<file path="src/rtl/adc_cfg_pkg.sv">
// adc_cfg_pkg
// Shared definitions for the ADC configuration sequencer: the FSM state
// encoding, the layout of one register-table entry and a helper that splits
// a raw table word into its fields.
package adc_cfg_pkg;

    localparam int ENTRY_W    = 22;
    localparam int VERIFY_BIT = 21;
    localparam int ADDR_MSB   = 20;
    localparam int ADDR_LSB   = 8;
    localparam int DATA_MSB   = 7;
    localparam int REG_ADDR_W = ADDR_MSB - ADDR_LSB + 1;
    localparam int REG_DATA_W = DATA_MSB + 1;

    typedef enum logic [3:0] {
        ST_PWR_WAIT  = 4'd0,
        ST_FETCH     = 4'd1,
        ST_LATCH     = 4'd2,
        ST_WRITE     = 4'd3,
        ST_READ      = 4'd4,
        ST_CHECK     = 4'd5,
        ST_NEXT      = 4'd6,
        ST_HOST_IDLE = 4'd7,
        ST_HOST_XFER = 4'd8,
        ST_ERROR     = 4'd9
    } cfg_state_e;

    typedef struct packed {
        logic                  verify;
        logic [REG_ADDR_W-1:0] addr;
        logic [REG_DATA_W-1:0] data;
    } cfg_entry_t;

    // Split a raw ROM word {verify, addr, data} into its fields.
    function automatic cfg_entry_t unpack_entry(input logic [ENTRY_W-1:0] raw);
        cfg_entry_t e;
        e.verify = raw[VERIFY_BIT];
        e.addr   = raw[ADDR_MSB:ADDR_LSB];
        e.data   = raw[DATA_MSB:0];
        return e;
    endfunction

endpackage

</file>
<file path="src/rtl/adc_cfg_seq.sv">
// adc_cfg_seq
// Configuration sequencer and sole command source for the ADC SPI register
// controller. After reset it waits PWR_WAIT cycles, then walks the register
// table (one write per entry, optional read-back verify with bounded
// retries). Afterwards it forwards single host register accesses to the
// same controller.
// Ports:
//   clk, rst                       clock, asynchronous active-high reset
//   start                          pulse: re-run the table (HOST_IDLE/ERROR only)
//   tbl_addr / tbl_data            table ROM address / entry word (1-cycle latency)
//   spi_addr_2byte                 constant address-width select
//   cmd_write / cmd_write_ack      write command level / completion pulse
//   write_addr / write_data        write command fields
//   cmd_read / cmd_read_ack        read command level / completion pulse
//   read_addr / read_data          read command address / returned data
//   host_write / host_read         host request levels (held until host_ack)
//   host_addr / host_wdata         host request fields
//   host_ack / host_rdata          host completion pulse / read result
//   busy / done / error / err_idx  table run status
module adc_cfg_seq
    import adc_cfg_pkg::*;
#(
    parameter int          NUM_REGS   = 16,
    parameter logic [19:0] PWR_WAIT   = 20'd50000,
    parameter int          RETRY_MAX  = 3,
    parameter logic        ADDR_2BYTE = 1'b1
)(
    input  logic        clk,
    input  logic        rst,
    input  logic        start,
    output logic [7:0]  tbl_addr,
    input  logic [21:0] tbl_data,
    output logic        spi_addr_2byte,
    output logic        cmd_write,
    output logic        cmd_read,
    output logic [12:0] write_addr,
    output logic [12:0] read_addr,
    output logic [7:0]  write_data,
    input  logic        cmd_write_ack,
    input  logic        cmd_read_ack,
    input  logic [7:0]  read_data,
    input  logic        host_write,
    input  logic        host_read,
    input  logic [12:0] host_addr,
    input  logic [7:0]  host_wdata,
    output logic        host_ack,
    output logic [7:0]  host_rdata,
    output logic        busy,
    output logic        done,
    output logic        error,
    output logic [7:0]  err_idx
);

    localparam int             RETRY_W   = $clog2(RETRY_MAX) + 1;
    localparam logic [RETRY_W-1:0] RETRY_ONE = RETRY_W'(1);
    localparam logic [7:0]     LAST_IDX  = 8'(NUM_REGS - 1);

    cfg_state_e         state_d,      state_q;
    logic [19:0]        pwr_cnt_d,    pwr_cnt_q;
    logic [7:0]         idx_d,        idx_q;
    logic [RETRY_W-1:0] retry_d,      retry_q;
    cfg_entry_t         entry_d,      entry_q;
    logic               host_wr_d,    host_wr_q;
    logic               host_cap_d,   host_cap_q;
    logic [7:0]         tbl_addr_d,   tbl_addr_q;
    logic               cmd_write_d,  cmd_write_q;
    logic               cmd_read_d,   cmd_read_q;
    logic [12:0]        write_addr_d, write_addr_q;
    logic [12:0]        read_addr_d,  read_addr_q;
    logic [7:0]         write_data_d, write_data_q;
    logic               host_ack_d,   host_ack_q;
    logic [7:0]         host_rdata_d, host_rdata_q;
    logic               busy_d,       busy_q;
    logic               done_d,       done_q;
    logic               error_d,      error_q;
    logic [7:0]         err_idx_d,    err_idx_q;

    cfg_entry_t         tbl_entry_s;
    logic               pwr_done_s;
    logic               retry_more_s;
    logic               host_req_s;

    assign tbl_entry_s  = unpack_entry(tbl_data);
    assign pwr_done_s   = (PWR_WAIT == 20'd0) || (pwr_cnt_q >= (PWR_WAIT - 20'd1));
    assign retry_more_s = (32'(retry_q) < (RETRY_MAX - 1));
    // While host_ack is high the host is still allowed to hold its request,
    // so only a request seen after that cycle counts as a new transaction.
    assign host_req_s   = !host_ack_q && (host_write || host_read);

    // Next-state and registered-output computation for the sequencer FSM.
    always_comb begin
        state_d      = state_q;
        pwr_cnt_d    = pwr_cnt_q;
        idx_d        = idx_q;
        retry_d      = retry_q;
        entry_d      = entry_q;
        host_wr_d    = host_wr_q;
        host_cap_d   = host_cap_q;
        tbl_addr_d   = tbl_addr_q;
        cmd_write_d  = cmd_write_q;
        cmd_read_d   = cmd_read_q;
        write_addr_d = write_addr_q;
        read_addr_d  = read_addr_q;
        write_data_d = write_data_q;
        host_ack_d   = 1'b0;
        host_rdata_d = host_rdata_q;
        busy_d       = busy_q;
        done_d       = done_q;
        error_d      = error_q;
        err_idx_d    = err_idx_q;

        case (state_q)
            ST_PWR_WAIT: begin
                if (pwr_done_s) begin
                    idx_d      = 8'd0;
                    tbl_addr_d = 8'd0;
                    state_d    = ST_FETCH;
                end else begin
                    pwr_cnt_d  = pwr_cnt_q + 20'd1;
                end
            end
            ST_FETCH: begin
                state_d = ST_LATCH;
            end
            ST_LATCH: begin
                // Issue the write in the same step so cmd_write is registered.
                entry_d      = tbl_entry_s;
                retry_d      = {RETRY_W{1'b0}};
                cmd_write_d  = 1'b1;
                write_addr_d = tbl_entry_s.addr;
                write_data_d = tbl_entry_s.data;
                state_d      = ST_WRITE;
            end
            ST_WRITE: begin
                if (cmd_write_ack) begin
                    cmd_write_d = 1'b0;
                    if (entry_q.verify) begin
                        cmd_read_d  = 1'b1;
                        read_addr_d = entry_q.addr;
                        state_d     = ST_READ;
                    end else begin
                        state_d     = ST_NEXT;
                    end
                end else begin
                    cmd_write_d = 1'b1;
                end
            end
            ST_READ: begin
                if (cmd_read_ack) begin
                    cmd_read_d = 1'b0;
                    state_d    = ST_CHECK;
                end else begin
                    cmd_read_d = 1'b1;
                end
            end
            ST_CHECK: begin
                // read_data is valid here: this is the cycle after the ack.
                if (read_data == entry_q.data) begin
                    state_d = ST_NEXT;
                end else if (retry_more_s) begin
                    retry_d      = retry_q + RETRY_ONE;
                    cmd_write_d  = 1'b1;
                    write_addr_d = entry_q.addr;
                    write_data_d = entry_q.data;
                    state_d      = ST_WRITE;
                end else begin
                    error_d   = 1'b1;
                    busy_d    = 1'b0;
                    err_idx_d = idx_q;
                    state_d   = ST_ERROR;
                end
            end
            ST_NEXT: begin
                if (idx_q == LAST_IDX) begin
                    done_d  = 1'b1;
                    busy_d  = 1'b0;
                    state_d = ST_HOST_IDLE;
                end else begin
                    idx_d      = idx_q + 8'd1;
                    tbl_addr_d = idx_q + 8'd1;
                    state_d    = ST_FETCH;
                end
            end
            ST_HOST_IDLE, ST_ERROR: begin
                // A host request wins over a simultaneous start.
                if (host_req_s) begin
                    host_cap_d = 1'b0;
                    state_d    = ST_HOST_XFER;
                    if (host_write) begin
                        host_wr_d    = 1'b1;
                        cmd_write_d  = 1'b1;
                        write_addr_d = host_addr;
                        write_data_d = host_wdata;
                    end else begin
                        host_wr_d    = 1'b0;
                        cmd_read_d   = 1'b1;
                        read_addr_d  = host_addr;
                    end
                end else if (start) begin
                    done_d     = 1'b0;
                    error_d    = 1'b0;
                    busy_d     = 1'b1;
                    idx_d      = 8'd0;
                    tbl_addr_d = 8'd0;
                    state_d    = ST_FETCH;
                end else begin
                    state_d    = state_q;
                end
            end
            ST_HOST_XFER: begin
                if (host_wr_q) begin
                    if (cmd_write_ack) begin
                        cmd_write_d = 1'b0;
                        host_ack_d  = 1'b1;
                        state_d     = ST_HOST_IDLE;
                    end else begin
                        cmd_write_d = 1'b1;
                    end
                end else if (host_cap_q) begin
                    // read_data only becomes valid the cycle after the ack,
                    // so the result is captured one step later.
                    host_cap_d   = 1'b0;
                    host_rdata_d = read_data;
                    host_ack_d   = 1'b1;
                    state_d      = ST_HOST_IDLE;
                end else if (cmd_read_ack) begin
                    cmd_read_d = 1'b0;
                    host_cap_d = 1'b1;
                end else begin
                    cmd_read_d = 1'b1;
                end
            end
            default: begin
                // Unreachable encoding: drop commands and restart cleanly.
                cmd_write_d = 1'b0;
                cmd_read_d  = 1'b0;
                busy_d      = 1'b1;
                pwr_cnt_d   = 20'd0;
                state_d     = ST_PWR_WAIT;
            end
        endcase
    end

    // State and output registers; reset aborts any command immediately.
    always_ff @(posedge clk or posedge rst) begin
        if (rst) begin
            state_q      <= ST_PWR_WAIT;
            pwr_cnt_q    <= 20'd0;
            idx_q        <= 8'd0;
            retry_q      <= {RETRY_W{1'b0}};
            entry_q      <= '0;
            host_wr_q    <= 1'b0;
            host_cap_q   <= 1'b0;
            tbl_addr_q   <= 8'd0;
            cmd_write_q  <= 1'b0;
            cmd_read_q   <= 1'b0;
            write_addr_q <= 13'd0;
            read_addr_q  <= 13'd0;
            write_data_q <= 8'd0;
            host_ack_q   <= 1'b0;
            host_rdata_q <= 8'd0;
            busy_q       <= 1'b1;
            done_q       <= 1'b0;
            error_q      <= 1'b0;
            err_idx_q    <= 8'd0;
        end else begin
            state_q      <= state_d;
            pwr_cnt_q    <= pwr_cnt_d;
            idx_q        <= idx_d;
            retry_q      <= retry_d;
            entry_q      <= entry_d;
            host_wr_q    <= host_wr_d;
            host_cap_q   <= host_cap_d;
            tbl_addr_q   <= tbl_addr_d;
            cmd_write_q  <= cmd_write_d;
            cmd_read_q   <= cmd_read_d;
            write_addr_q <= write_addr_d;
            read_addr_q  <= read_addr_d;
            write_data_q <= write_data_d;
            host_ack_q   <= host_ack_d;
            host_rdata_q <= host_rdata_d;
            busy_q       <= busy_d;
            done_q       <= done_d;
            error_q      <= error_d;
            err_idx_q    <= err_idx_d;
        end
    end

    assign spi_addr_2byte = ADDR_2BYTE;
    assign tbl_addr       = tbl_addr_q;
    assign cmd_write      = cmd_write_q;
    assign cmd_read       = cmd_read_q;
    assign write_addr     = write_addr_q;
    assign read_addr      = read_addr_q;
    assign write_data     = write_data_q;
    assign host_ack       = host_ack_q;
    assign host_rdata     = host_rdata_q;
    assign busy           = busy_q;
    assign done           = done_q;
    assign error          = error_q;
    assign err_idx        = err_idx_q;

endmodule

</file>
<file path="config.mk">
export PLATFORM = sky130hd
export DESIGN_NAME = adc_cfg_seq
export DESIGN_NICKNAME = d
export VERILOG_FILES = /design/src/rtl/adc_cfg_pkg.sv /design/src/rtl/adc_cfg_seq.sv
export SDC_FILE = /design/constraint.sdc
export NUM_CORES = 1
export LEC_CHECK = 0
export BUFFER_PORTS_ARGS = -buffer_cell sky130_fd_sc_hd__buf_2
export CAP_MARGIN = 40
export CORE_ASPECT_RATIO = 1.2
export CORE_MARGIN = 1
export CORE_UTILIZATION = 55
export DETAILED_ROUTE_END_ITERATION = 10
export HOLD_SLACK_MARGIN = 0.03
export PLACE_DENSITY = 0.8
export SETUP_SLACK_MARGIN = 0.5
export SLEW_MARGIN = 15
export SYNTH_ARGS = -nofsm -noshare
export SYNTH_HDL_FRONTEND = slang
export SYNTH_SLANG_ARGS = --single-unit
</file>
<file path="constraint.sdc">
create_clock -name clk -period 4.8 [get_ports clk]
set_clock_uncertainty 0.15 [all_clocks]
set_input_delay 0.72 -clock clk [delete_from_list [all_inputs] [get_ports clk]]
set_output_delay 0.72 -clock clk [all_outputs]
set_load 0.05 [all_outputs]
</file>
# After elaboration in Yosys (flattened, before gate mapping)
# Index checks and enable logic that the tools add are counted.
totals:
  reg_bits: 115
  word_cells: 171
  output_inout_bits: 65
classes:
  eq_ne: 32
  bitwise: 7
  n_lt_le_gt_ge: 2
  addsub: 3
  n_mux: 76
  reduce_logical: 31
ops:
  columns: ["op", "count"]
  rows:
  - ["2-to-1 mux 13 bit", 8]
  - ["2-to-1 mux 8 bit", 8]
  - ["case mux 8 bit (3 select lines)", 2]
  - ["2-to-1 mux 4 bit", 10]
  - ["case mux 20 bit (2 select lines)", 1]
  - ["case mux 13 bit (3 select lines)", 1]
  - ["inequality test 2 bit (second input constant)", 18]
  - ["case mux 4 bit (9 select lines)", 1]
  - ["2-to-1 mux 1 bit", 32]
  - ["case mux 13 bit (2 select lines)", 1]
  - ["adder 20 x 1 -> 20 bit (second input constant)", 1]
  - [">= comparator 20 x 16 -> 1 bit (second input constant)", 1]
  - ["2-to-1 mux 20 bit", 1]
  - ["AND reduction 5 bit", 4]
  - ["AND reduction 6 bit", 3]
  - ["== test 4 x 3 -> 1 bit (second input constant)", 4]
  - ["AND reduction 3 bit", 4]
  - ["nonzero test 2 bit", 5]
  - ["2-to-1 mux 3 bit", 3]
  - ["inequality test 3 bit (second input constant)", 3]
  - ["OR reduction 9 bit", 1]
  - ["adder 8 x 1 -> 8 bit (second input constant)", 1]
  - ["== test 4 x 2 -> 1 bit (second input constant)", 2]
  - ["== test 4 bit (second input constant)", 2]
  - ["other kinds (24)", 34]

# Depth between registers and ports, before layout
# Gate-level depths: netlist of the first run.
logic_depth:
  depth_word: 4
  mapped_depth: 8

# Worst setup path before layout of the first run
# Ideal clock, no wire load.
synth_path:
  kind: "input to register"
  start: "in read_data[1]"
  end: "reg write_addr_q[0] (netlist: write_addr[0])"
  path_stages: 6
  slack_ns: 2.221
  setup_time_ns: 0.125
  arrival_time_ns: 2.304
  n_path_buf: 1
  required_time_ns: 4.525
  cell_sequence: "xor2_1 > nor4_1 > a211oi_1 > o211ai_2 > buf_4 > mux2_2"
synth_between:
  elab_chain_len: 3
synth_lines:
  columns: ["element", "line_no", "text"]
  rows:
  - ["from (decl)", "adc_cfg_seq.sv:41", "input logic [7:0] read_data,"]
  - ["== test 8 bit", "adc_cfg_seq.sv:158", "if (read_data == entry_q.data) begin"]
  - ["inequality test 2 bit (no source line)", null, null]
  - ["AND reduction 5 bit (no source line)", null, null]
  - ["to (signal assigned)", "adc_cfg_seq.sv:277", "write_addr_q <= write_addr_d;"]
  - ["to (decl)", "adc_cfg_seq.sv:68", "logic [12:0] write_addr_d, write_addr_q;"]
# No other way between the ends.
# A chain may end at the register's enable or synchronous reset.

# Final worst setup path of the first run
layout_path:
  start: "reg state_q[0]"
  end: "reg write_addr_q[12] (netlist: write_addr[12])"
layout_between:
  elab_chain_len: 4
  elab_cells_between_ends: 12
layout_lines:
  columns: ["element", "line_no", "text"]
  rows:
  - ["from (decl)", "adc_cfg_seq.sv:58", "cfg_state_e state_d, state_q;"]
  - ["from (signal assigned)", "adc_cfg_seq.sv:267", "state_q <= state_d;"]
  - ["== test 4 x 3 -> 1 bit / == test 4 bit (equally long branches)", "adc_cfg_seq.sv:112", "case (state_q)"]
  - ["OR reduction 2 bit", "adc_cfg_seq.sv:112", null]
  - ["inequality test 2 bit (no source line) / nonzero test 3 bit (equally long branches)", null, null]
  - ["AND reduction 5 bit (no source line)", null, null]
# Several ways; a longest one is shown, not always the timed one.

==> flow_summary.toml, run 1 <==
[logic_synthesis]
synth-edff-count = 0
synth_xor_area_frac = 0.01513
synth_top_area_frac = 0.4927
synth.top_cells.by_area = "dfrtp_1, nand2_1, mux2_2"
synth-adder-area-share = 0.006482
netlist_area_um2 = 5791
synth.distinct_cells = 69
syn_nets = 666
syn_inst = 605
synth_ff_type = "dfrtp_1"
ys_ff_latch = 115
synth_top_family_by_area = "simple AND/OR/NAND/NOR gates"
yosys.area_share.simple = 0.2189
yosysWarnings = 0
synth_mux_area_frac = 0.08297
synth_compound_gate_area_share = 0.1415
yosysSeqAreaShare = 0.4972
synth_area_per_cell_um2 = 9.571
synth_largest_area_cell = "dfrtp_1"
synthArstFlopShare = 1.000

[place]
gp_congestion = 0.8691
port_buffers = 121
place_inst = 832
dp_hpwl_um = 9899

[finish]
nNetsFinal = 786
diodes = 0
final_common_cell = "nand2_1"
n_fill_cell = 761
layout.cells.non_filler = 864
final_cell_mix = "nand2_1, buf_2, dfrtp_1, mux2_2, nand3_1"
final_core_util = 0.7001
syn_to_final_growth_pct = 22.23
drive_gt1_frac = 0.3049

[routing]
via_per_inst = 6.008
first_iter_violations = 471
ant_nets = 0
wire_per_inst_um = 17.05
vias = 5191
dr.pass1.iters = 5
wl_um = 14730
drc = 0

[worst_setup_path]
end_kind = "flop"
critical_path_class = "reg -> reg"
cp_max_fo = 26
slowest_stage = "dfrtp_1"
critical_path.max_stage_delay_ps = 750
crit_required_ps = 4940
critPathArrivalTime_ps = 3400
crit_chain = "nor2b_2, a31o_2, o21ai_0, o211ai_2, buf_4, mux2_2"
worstSetupStartpointType = "flop"

[run]
drv_cap = 0

[timing]
rsz0062_at_grt = "no"
post-route-min-period_ps = 3260
fin_tns_setup_ps = 0
fmax_mhz = 306.7
relSlewSlack = 0.4178
setup_violations = 0
worst_pin_slew_ps = 873.3
slew_violations = 0
hold_viol_final = 0
fin_crit_sh = 0.6792

[clock_tree]
cts_buffer_depth = 2
post_cts_resized = 0
clkSlewWorstSetupHoldPaths_ps = 60
clock_latency_ps = 410
cts_root_buffer = "clkbuf_16"
cts_made_buffers = 17
ctsHoldBuffers = 0
htreeDepth = 4
clock_sinks = 115
cts_setup_buffers = 0
cts_tree = "built"

[grt]
grtUsageTotal = 0.2826
grt_pass1_wl_um = 23790
grt_pass1_vias = 4999
antenna_found_initial = 0
overflow = 0
grt_max_degree = 64

[power_and_ir_drop]
p_int_mw = 2.905
fin_total_pwr_mw = 5.430
ir_drop_v = 0.0004566
switchingPower_mw = 2.525
power.leakage_nw = 3.409
pwr-share-comb = 0.466
p_per_area_nw_per_um2 = 767.2
switching_share = 0.4650
power_frac_clock = 0.224
pwr-share-seq = 0.310

[floorplanning]
coreArea_um2 = 10110
die_area_um2 = 10940
ioPinCount = 123
std_cell_rows = 40
dieHeight_um = 114.4
start_util = 0.5728
die_x_um = 95.67

[status]
outcome = "finished, final reports clean"

[worst_hold_path]
hold_path.class = "in -> async"
cell usage after synthesis (5+ instances only):
cell type,number
a211oi_1,6
o31ai_1,8
buf_2,5
nor2_1,24
nor3_1,8
nand2_1,155
nor4_1,7
a22oi_1,10
xor2_1,8
nand4_1,8
mux2_2,40
dfrtp_1,114
and2_1,5
nand3_1,29
clkbuf_1,16
a21oi_1,27
inv_1,12
o21ai_0,13
a31oi_1,21
or3_1,5
worst paths after layout:
kind | startpoint | end | slack, ps | depth (start not counted)
hold reg to reg | pwr_cnt_q[18] | pwr_cnt_q[18] | 340 | 1
min in group clk | pwr_cnt_q[18] | pwr_cnt_q[18] | 340 | 1
max in group asynchronous | rst | entry_q[6] | 3680 | 3
setup reg to reg | state_q[0] | write_addr[12] | 1540 | 6
setup / recovery | state_q[0] | write_addr[12] | 1540 | 6
hold / removal | rst | entry_q[11] | 130 | 2
power by group through the flow:
| stage | sequential (mW) | clock [mW] | combinational, mW |
|---|---|---|---|
| final | 1.68 | 1.22 | 2.53 |
| after global routing | 1.73 | 1.27 | 2.72 |
| after CTS | 1.67 | 1.23 | 2.54 |
| after detailed placement | 1.69 | 0 | 2.52 |
| after global placement | 1.66 | 0 | 2.45 |
| after floorplan | 2.31 | 0 | 1.32 |
sequential cells by signal, indices dropped and copies added, names as in the netlist:
signal / cells
busy: 1
cmd_read: 1
cmd_write: 1
done: 1
entry_q: 22
err_idx: 8
error: 1
host_ack: 1
host_cap_q: 1
host_rdata: 8
host_wr_q: 1
pwr_cnt_q: 20
read_addr: 13
retry_q: 3
state_q: 4
tbl_addr: 8
write_addr: 13
write_data: 8
metrics by stage:
stage,hold WS [ps],worst slack (ps),area (µm²)
2_1_floorplan,298.9,887.6,5791
5_1_grt,164.0,1393,7078
3_5_place_dp,322.8,1638,6495
4_1_cts,135.7,1584,7078
3_3_place_gp,313.9,1732,6467
6_report,133.6,1540,7078
critical path, delay by kind of cell, from the launching register on:
family                 cells  cell delay (ps)
AOI/OAI and AO/OA          3             1080
DFF                        1              750
and+or+nand+nor            1              430
muxes                      1              390
buffers and inverters      1              330
routing by layer:
metal | track usage | share of wire
met1 | 0.3276 | 0.38
met2 | 0.4957 | 0.52
met3 | 0.05312 | 0.069
met4 | 0.1363 | 0.032
met5 | 0 | 0
area by class of cell:
class	instances	area, µm²	share of cell area
sequential	115	2879	0.4068
multi-input combinational	448	2710	0.3829
timing repair buffer	131	700.7	0.09899
clock buffer	21	480.5	0.06788
tap	126	157.7	0.02227
clock inverter	11	102.6	0.01450
inverter	12	47.55	0.006717
logic make-up (layout without fill, tap and decap cells):
| kind of cell | Yosys count | in the layout |
|---|---|---|
| simple gates | 271 | 271 |
| compound gates | 120 | 120 |
| flops | 115 | 115 |
| mux | 43 | 43 |
| buf+inv | 42 | 175 |
| xor+xnor | 10 | 10 |
| fa+ha+maj | 3 | 3 |
| other cells | 1 | 1 |
(Power assumes the default switching activity.)
==> run 2: changes to the inputs <==
clock period = 3.3 ns   (was 4.8 ns; I/O delays follow)
==> run 2 against run 1 <==
  * Clock power grew 35%
  * Total power grew 45%
  * Sequential share of layout area shrank 0.12 points
  * Routed wire length shrank 3.1%
  * Critical path depth shrank 1
  * Clock-buffer cell count shrank 1
  * Critical path type unchanged
  * First-iteration DRC count shrank 41%
  * Critical endpoint is now state_q[1]
  * Maximum frequency grew 24%
  * Worst hold slack lost 89 ps
==> flow_summary.toml, run 2 (same netlist as run 1, synthesis figures left out) <==
[status]
outcome = "finished, final reports clean"

[worst_setup_path]
critPathArrivalTime_ps = 2760
crit_required_ps = 3440
cp_max_fo = 19
critical_path_class = "reg -> reg"
end_kind = "flop"
reg2reg_depth = 5
worstSetupStartpointType = "flop"

[grt]
grt_pass1_vias = 4787
overflow = 0
grt_pass1_wl_um = 22850
grtUsageTotal = 0.2738
antenna_found_initial = 0
grt_max_degree = 116

[routing]
first_iter_violations = 278
drc = 0
wl_um = 14280
via_per_inst = 5.765
dr.pass1.iters = 5
wire_per_inst_um = 16.40
vias = 5021
ant_nets = 0

[timing]
hold_viol_final = 0
fmax_mhz = 381.1
holdWs_ps = 44.70
setup_slack_ps = 676.1
fin_crit_sh = 0.7951
relSlewSlack = 0.5521
setup_violations = 0
rsz0062_at_grt = "no"
slew_violations = 0
post-route-min-period_ps = 2624
worst_pin_slew_ps = 671.8
fin_tns_setup_ps = 0

[place]
dp_hpwl_um = 9896
port_buffers = 121
place_area_um2 = 6556
post-place-ws_ps = 656.8
gp_congestion = 0.9533

[clock_tree]
cts_tree = "built"
cts_root_buffer = "clkbuf_16"
htreeDepth = 4
cts_made_buffers = 17
clock_sinks = 115
ctsHoldBuffers = 0
cts_buffer_depth = 2
clock_latency_ps = 410
clkSlewWorstSetupHoldPaths_ps = 50

[finish]
design_area_um2 = 7099
drive_gt1_frac = 0.3087
diodes = 0
final_cell_mix = "nand2_1, buf_2, dfrtp_1, mux2_2, nand3_1"
reg_top3 = "entry_q (22), pwr_cnt_q (20)"
final_common_cell = "nand2_1"
top_register = "entry_q"
syn_to_final_growth_pct = 22.60
nNetsFinal = 794
largest_reg_flops = 22

[floorplanning]
ioPinCount = 123
die_x_um = 95.67
dieHeight_um = 114.4
start_util = 0.5728
die_area_um2 = 10940
std_cell_rows = 40
coreArea_um2 = 10110

[power_and_ir_drop]
ir_drop_v = 0.0005503
p_per_area_nw_per_um2 = 1106
fin_total_pwr_mw = 7.849
power.leakage_nw = 3.438

[run]
drv_cap = 0

[worst_hold_path]
hold_path.class = "in -> async"
[run 2: routing by layer]
layer | global-route usage | routed length, µm | up-vias
met5 | 0 | 0 | -
met4 | 0.1224 | 277 | 0
met3 | 0.06175 | 849 | 20
met2 | 0.4638 | 7311 | 166
met1 | 0.3301 | 5842 | 2414
li1 | - | - | 2421
[run 2: repair_timing]
item,in CTS,in global routing
setup endpoints to repair,0,8
gates resized for setup,0,1
setup buffers,0,0
[run 2: final cells by class]
cell class | count | area, µm²
fillers | 791 | 3010
flip-flops and latches | 115 | 2879
multi-input cells | 448 | 2725
repair buffers | 139 | 753.2
clock buffers | 20 | 446.7
well taps | 126 | 157.7
clock inverters | 11 | 88.84
inverters | 12 | 48.80
[run 2: metrics by stage]
stage          cells  utilization
6_report         871       0.7022
5_1_grt          871       0.7022
4_1_cts          871       0.7015
3_5_place_dp     840       0.6485
3_3_place_gp     840       0.6485
2_1_floorplan    605            -
[run 2: path summary, 6_finish.rpt]
| kind | startpoint | endpoint | slack, ps |
|---|---|---|---|
| worst min register to register | pwr_cnt_q[16] | pwr_cnt_q[16] | 340 |
| min in group clk | tbl_data[12] | entry_q[12] | 140 |
| worst max-delay path | state_q[3] | state_q[1] | 680 |
| max in group asynchronous | rst | entry_q[10] | 2390 |
| worst max register to register | state_q[3] | state_q[1] | 680 |
| worst min-delay path | rst | write_addr[0] | 40 |
[run 2: critical path, cell delays in order (launching register included)]
cell and delay [ps]:
dfrtp_1 720, or4b_1 560, a211oi_1 310, a311o_1 220, or2_1 200, mux2_2 350
[run 2: power breakdown]
| group | leakage (nW) | switching, mW | internal (mW) |
|---|---|---|---|
| combinational | 1.72 | 2.59 | 1.23 |
| sequential | 1.45 | 0.438 | 1.94 |
| clock | 0.265 | 0.613 | 1.04 |
